--- config.mk ---
export PLATFORM = sky130hd
export DESIGN_NAME = fetch_stage
export DESIGN_NICKNAME = d
export VERILOG_FILES = /design/src/rtl/params_pkg.sv /design/src/rtl/fetch_stage.sv
export SDC_FILE = /design/constraint.sdc
export NUM_CORES = 1
export LEC_CHECK = 0
export ABC_AREA = 0
export CORE_UTILIZATION = 47
export DETAILED_ROUTE_END_ITERATION = 6
export PLACE_DENSITY = 0.83
export SETUP_SLACK_MARGIN = 0.15
export SLEW_MARGIN = 20
export SYNTH_ARGS = -nofsm -noshare
export SYNTH_HDL_FRONTEND = slang
export SYNTH_SLANG_ARGS = --single-unit
--- constraint.sdc ---
create_clock -name clk_i -period 4.2 [get_ports clk_i]
set_input_delay 0.42 -clock clk_i [delete_from_list [all_inputs] [get_ports clk_i]]
set_output_delay 0.42 -clock clk_i [all_outputs]
set_load 0.005 [all_outputs]
--- src/rtl/params_pkg.sv ---
// Shared fetch-stage types and constants: widths, instruction word type,
// fetch FSM encoding, NOP and reset PC, plus a saturating counter helper.
package params_pkg;

    localparam int ADDR_WIDTH = 32;
    localparam int DATA_WIDTH = 32;

    typedef logic [DATA_WIDTH-1:0] instruction_t;

    // F_REQ: may issue; F_WAIT: one request in flight;
    // F_DRAIN: the in-flight response is wrong-path and gets dropped.
    typedef enum logic [1:0] {
        F_REQ   = 2'd0,
        F_WAIT  = 2'd1,
        F_DRAIN = 2'd2
    } fetch_state_t;

    // addi x0, x0, 0
    localparam instruction_t NOP_INSTR = 32'h0000_0013;

    localparam logic [ADDR_WIDTH-1:0] RESET_PC = 32'h0000_0000;

    // Add a small increment to a 32-bit event counter, sticking at all-ones.
    function automatic logic [31:0] sat_add32(input logic [31:0] cnt, input logic [1:0] inc);
        logic [32:0] sum;
        sum = {1'b0, cnt} + {31'd0, inc};
        return sum[32] ? 32'hFFFF_FFFF : sum[31:0];
    endfunction

endpackage

--- src/rtl/fetch_stage.sv ---
// Instruction-fetch stage. Owns the fetch PC, issues single-outstanding
// requests to a variable-latency instruction memory, and holds a registered
// {valid, pc, instruction} slot for decode. A redirect flushes the slot and
// turns any in-flight response into a wrong-path one that is dropped.
// Optional build macro: FETCH_PERF_CNT_EN adds fetched / squashed /
// stall-cycle event counters and their output ports.
module fetch_stage #(
    parameter int                    ADDR_WIDTH = params_pkg::ADDR_WIDTH,
    parameter int                    DATA_WIDTH = params_pkg::DATA_WIDTH,
    parameter logic [ADDR_WIDTH-1:0] RESET_PC   = params_pkg::RESET_PC
) (
    input  logic                     clk_i,
    input  logic                     rst_i,
    input  logic                     stall_i,
    input  logic                     redirect_i,
    input  logic [ADDR_WIDTH-1:0]    redirect_pc_i,
    output logic                     imem_req_o,
    output logic [ADDR_WIDTH-1:0]    imem_addr_o,
    input  logic                     imem_rvalid_i,
    input  logic [DATA_WIDTH-1:0]    imem_rdata_i,
    output logic                     valid_o,
    output logic [ADDR_WIDTH-1:0]    pc_o,
    output params_pkg::instruction_t instruction_o
`ifdef FETCH_PERF_CNT_EN
    ,
    output logic [31:0]              perf_fetched_o,
    output logic [31:0]              perf_squashed_o,
    output logic [31:0]              perf_stall_cycles_o
`endif
);

    import params_pkg::*;

    fetch_state_t          state_q, state_d;
    logic [ADDR_WIDTH-1:0] pc_q, pc_d;
    logic                  valid_q, valid_d;
    logic [ADDR_WIDTH-1:0] pc_out_q, pc_out_d;
    instruction_t          instr_q, instr_d;

    logic                  imem_req;
    logic                  resp_load;
    logic                  resp_drop;
    logic [ADDR_WIDTH-1:0] redirect_pc_aligned;

    // Instructions are word aligned; the low two target bits carry no meaning.
    logic unused_redirect_lsbs;
    assign unused_redirect_lsbs = ^redirect_pc_i[1:0];
    assign redirect_pc_aligned  = {redirect_pc_i[ADDR_WIDTH-1:2], 2'b00};

    // Request only when idle, not being redirected, and the slot can take the result.
    always_comb begin
        imem_req  = (state_q == F_REQ) && !redirect_i && (!valid_q || !stall_i);
        // A response is useful only while waiting on the right path.
        resp_load = (state_q == F_WAIT) && imem_rvalid_i && !redirect_i;
        resp_drop = imem_rvalid_i &&
                    (((state_q == F_WAIT) && redirect_i) || (state_q == F_DRAIN));
    end

    assign imem_req_o  = imem_req;
    assign imem_addr_o = pc_q;

    // FSM next-state plus PC and slot updates; redirect overrides everything.
    always_comb begin
        state_d  = state_q;
        pc_d     = pc_q;
        valid_d  = valid_q;
        pc_out_d = pc_out_q;
        instr_d  = instr_q;

        // Decode takes the slot this edge.
        if (valid_q && !stall_i) begin
            valid_d = 1'b0;
        end

        case (state_q)
            F_REQ: begin
                if (imem_req) begin
                    state_d = F_WAIT;
                end
            end
            F_WAIT: begin
                if (resp_load || resp_drop) begin
                    state_d = F_REQ;
                end else if (redirect_i) begin
                    state_d = F_DRAIN;
                end
            end
            F_DRAIN: begin
                if (resp_drop) begin
                    state_d = F_REQ;
                end
            end
            default: begin
                state_d = F_REQ;
            end
        endcase

        if (resp_load) begin
            valid_d  = 1'b1;
            pc_out_d = pc_q;
            instr_d  = instruction_t'(imem_rdata_i);
            pc_d     = pc_q + ADDR_WIDTH'(4);
        end

        // Flush the slot and restart; pc_o / instruction_o may go stale.
        if (redirect_i) begin
            pc_d    = redirect_pc_aligned;
            valid_d = 1'b0;
        end
    end

    // State, PC and slot registers with synchronous active-low reset.
    always_ff @(posedge clk_i) begin
        if (!rst_i) begin
            state_q  <= F_REQ;
            pc_q     <= RESET_PC;
            valid_q  <= 1'b0;
            pc_out_q <= '0;
            instr_q  <= NOP_INSTR;
        end else begin
            state_q  <= state_d;
            pc_q     <= pc_d;
            valid_q  <= valid_d;
            pc_out_q <= pc_out_d;
            instr_q  <= instr_d;
        end
    end

    assign valid_o       = valid_q;
    assign pc_o          = pc_out_q;
    assign instruction_o = instr_q;

`ifdef FETCH_PERF_CNT_EN
    logic [31:0] perf_fetched_q,  perf_fetched_d;
    logic [31:0] perf_squashed_q, perf_squashed_d;
    logic [31:0] perf_stall_q,    perf_stall_d;
    logic [1:0]  squash_inc;

    // A dropped response and a flushed valid slot can coincide; count both.
    always_comb begin
        squash_inc      = {1'b0, resp_drop} + {1'b0, (redirect_i && valid_q)};
        perf_fetched_d  = sat_add32(perf_fetched_q, {1'b0, resp_load});
        perf_squashed_d = sat_add32(perf_squashed_q, squash_inc);
        perf_stall_d    = sat_add32(perf_stall_q, {1'b0, (valid_q && stall_i)});
    end

    // Event counter registers.
    always_ff @(posedge clk_i) begin
        if (!rst_i) begin
            perf_fetched_q  <= '0;
            perf_squashed_q <= '0;
            perf_stall_q    <= '0;
        end else begin
            perf_fetched_q  <= perf_fetched_d;
            perf_squashed_q <= perf_squashed_d;
            perf_stall_q    <= perf_stall_d;
        end
    end

    assign perf_fetched_o      = perf_fetched_q;
    assign perf_squashed_o     = perf_squashed_q;
    assign perf_stall_cycles_o = perf_stall_q;
`endif

endmodule

==> run metrics <==
outcome completed; worst stage delay on the critical path 610 ps; worst vdd rail ir drop between 150 and 200 µV; sequential area share after synthesis 0.4596; DRT Pass-1 Iters 5; hold buffer count at CTS 0; worst skew pair latency 360 ps; final setup skew 11.18 ps; global-route wire length before repair 19200 µm; period utilization 0.6020; final antenna-violating net count 0; setup TNS 0 ps; die width roughly 96 µm; LEAKAGE about 1.9 nW; most instantiated library cell after synthesis nand2_1; Clock Path Buffers 2; cell family with most CP delay compound AO/OA/AOI/OAI gates; number of diodes 0; Max H-tree Level 3; Slew @ Worst Pin slightly above 700 ps; unrepaired setup endpoints after global routing no; die footprint 9182 µm²; Clock power frac 0.319; slowest CP cell clkdlybuf4s50_1; pre-CTS setup slack 1286 ps; crit start category input pin; CP max FO 12; Mapped Area 4138 µm²; CTS tree yes; register bit total from synthesis 95; chip height approximately 96 µm; Routed WL 12140 µm; commonest cells in the netlist nand2_1, dfxtp_1, a21oi_1, clkbuf_1, nand3_1; total clock sinks 95; distinct cell type count after synthesis 53; Initial Util 0.4937; sequential power share 0.555; post-synth top area share 0.4596; PostCTS Resize Cnt 0; Hold Vio Cnt, Final 0; layout overhead on the synthesized area 43.82%; max-slew headroom at the worst pin 0.5253; Crit. End Element flop; fraction of layout cells with a size suffix above 1 0.04192; vias in the first global route slightly above 4000; Setup WS post-layout 1672 ps; DR vias 4381; Top-Level Pins 167; Worst Path Arrival 2780 ps; top post-synthesis cells by area dfxtp_1, nand2_1, a21oi_1; Iter 0 DRT Violations 307; Core Util, Final 0.7100; Comb power frac 0.127; register area 1902 µm²; Residual DRC 0; Worst EP required 4450 ps; Setup CP Type in2reg; P_sw 0.4666 mW; wire length per cell 15.70 µm; Slew Viols, Final 0; initial antenna violation count 0; core region area roughly 8400 µm²; row count 33; Synth Area per Inst 7.822 µm²; yosys warns 0; clk root buf clkbuf_8; max cap viols 0; area of the multi-input gates 2057 µm²; Sw Ratio 0.2637; I/O Buffers 160; GRT overflow 0; pwr/cell area roughly 300 nW/µm²; Via-to-Cell Ratio 5.668; Reg clk slew, reported paths roughly 90 ps; Fillers 691; asr flop ratio synth 0; GP Congestion 0.8383; post-synthesis cell count 529; highest clock rate 0.3955 GHz; # Post-CTS Setup Buffers 0; Final min period 2528 ps; total power draw 1.770 mW; flop2flop setup slack 1810 ps; top_reg_cell synth dfxtp_1; area leader, netlist dfxtp_1; Worst Path Buf+Inv 1; critical-path cell list clkdlybuf4s50_1, and3b_1, nand4_1, o41a_1, o311a_1; post-DP HPWL 8594 µm; TritonCTS buffer count 9; Cell Int Power 1.303 mW; Post-synth EDFFs 0; NumNets Final 733; worst hold path class reg2reg; final setup fails 0; largest net degree at the start of global routing 54; Total GRT Usage 0.2656
==> metal layers <==
| metal | vias up | global-route usage | share of wire |
|---|---|---|---|
| li1 | 2115 | - | - |
| met1 | 2024 | 0.3271 | 0.41 |
| met2 | 212 | 0.4476 | 0.49 |
| met3 | 30 | 0.06398 | 0.083 |
| met4 | 0 | 0.1020 | 0.021 |
| met5 | - | 0 | 0 |
==> worst paths after layout <==
| path | depth (start not counted) | to | from |
|---|---|---|---|
| worst min register to register | 2 | pc_o[27] | pc_o[27] |
| worst max-delay path | 5 | imem_addr_o[30] | imem_rvalid_i |
| worst min-delay path | 2 | pc_o[27] | pc_o[27] |
| worst max register to register | 4 | imem_addr_o[30] | state_q[0] |
==> placed cells by master (no fill, tap or decap), types with 3 or more instances in the layout <==
cell / n
dfxtp_1: 95
and3_1: 3
a31oi_1: 12
nor2b_1: 4
nand2b_1: 3
nand3_1: 17
nor3_1: 6
or3_1: 4
o211ai_1: 4
inv_1: 3
xnor2_1: 3
nor2_1: 11
nor4_1: 4
nand2_1: 144
clkdlybuf4s50_1: 160
and4_1: 5
a311oi_1: 4
buf_4: 5
clkbuf_8: 10
a22oi_1: 3
nand4_1: 15
o21ai_0: 15
conb_1: 4
a21oi_1: 68
or4_1: 14
o31ai_1: 8
xor2_1: 5
==> flip-flops by register name (all words and copies together), names as in the netlist <==
signal         count
imem_addr_o       30
pc_o              30
instruction_o     32
state_q            2
valid_o            1
==> logic make-up after synthesis <==
logic type / synth area share
fa+ha+maj: 0.003023
flops: 0.4596
xor+xnor: 0.01693
buf+inv: 0.05170
simple gates: 0.2806
compound gates: 0.1820
mux: 0.005141
other cells: 0.0009063
==> cell type report <==
| type | count | share of cell area |
|---|---|---|
| clock buffer | 11 | 0.02376 |
| clock inverter | 5 | 0.006939 |
| inverter | 5 | 0.003154 |
| multi-input combinational | 386 | 0.3457 |
| sequential | 95 | 0.3196 |
| tap | 105 | 0.02208 |
| timing repair buffer | 166 | 0.2788 |
==> worst min-delay path, cell delays in order (launching register included) <==
cell     delay (ps)
dfxtp_1         320
nand2_1          50
a21oi_1          50
==> per-stage QoR <==
step                      cells  hold slack [ps]  instance area [µm²]
after CTS                   773            460.7                 5951
after detailed placement    757            448.0                 5768
after global routing        773            477.2                 5951
after floorplan             532            452.7                 4149
after global placement      757            441.2                 5768
final                       773            457.0                 5951
==> power groups by stage <==
stage               registers (mW)  logic (mW)  clock network [mW]
floorplan                    0.982      0.0913                   0
global route                 0.986       0.244               0.619
CTS                          0.979       0.225               0.577
finish                       0.981       0.224               0.564
detailed placement            1.00       0.224                   0
global placement             0.998       0.220                   0
Note: power is estimated with default switching activity, not from simulation.
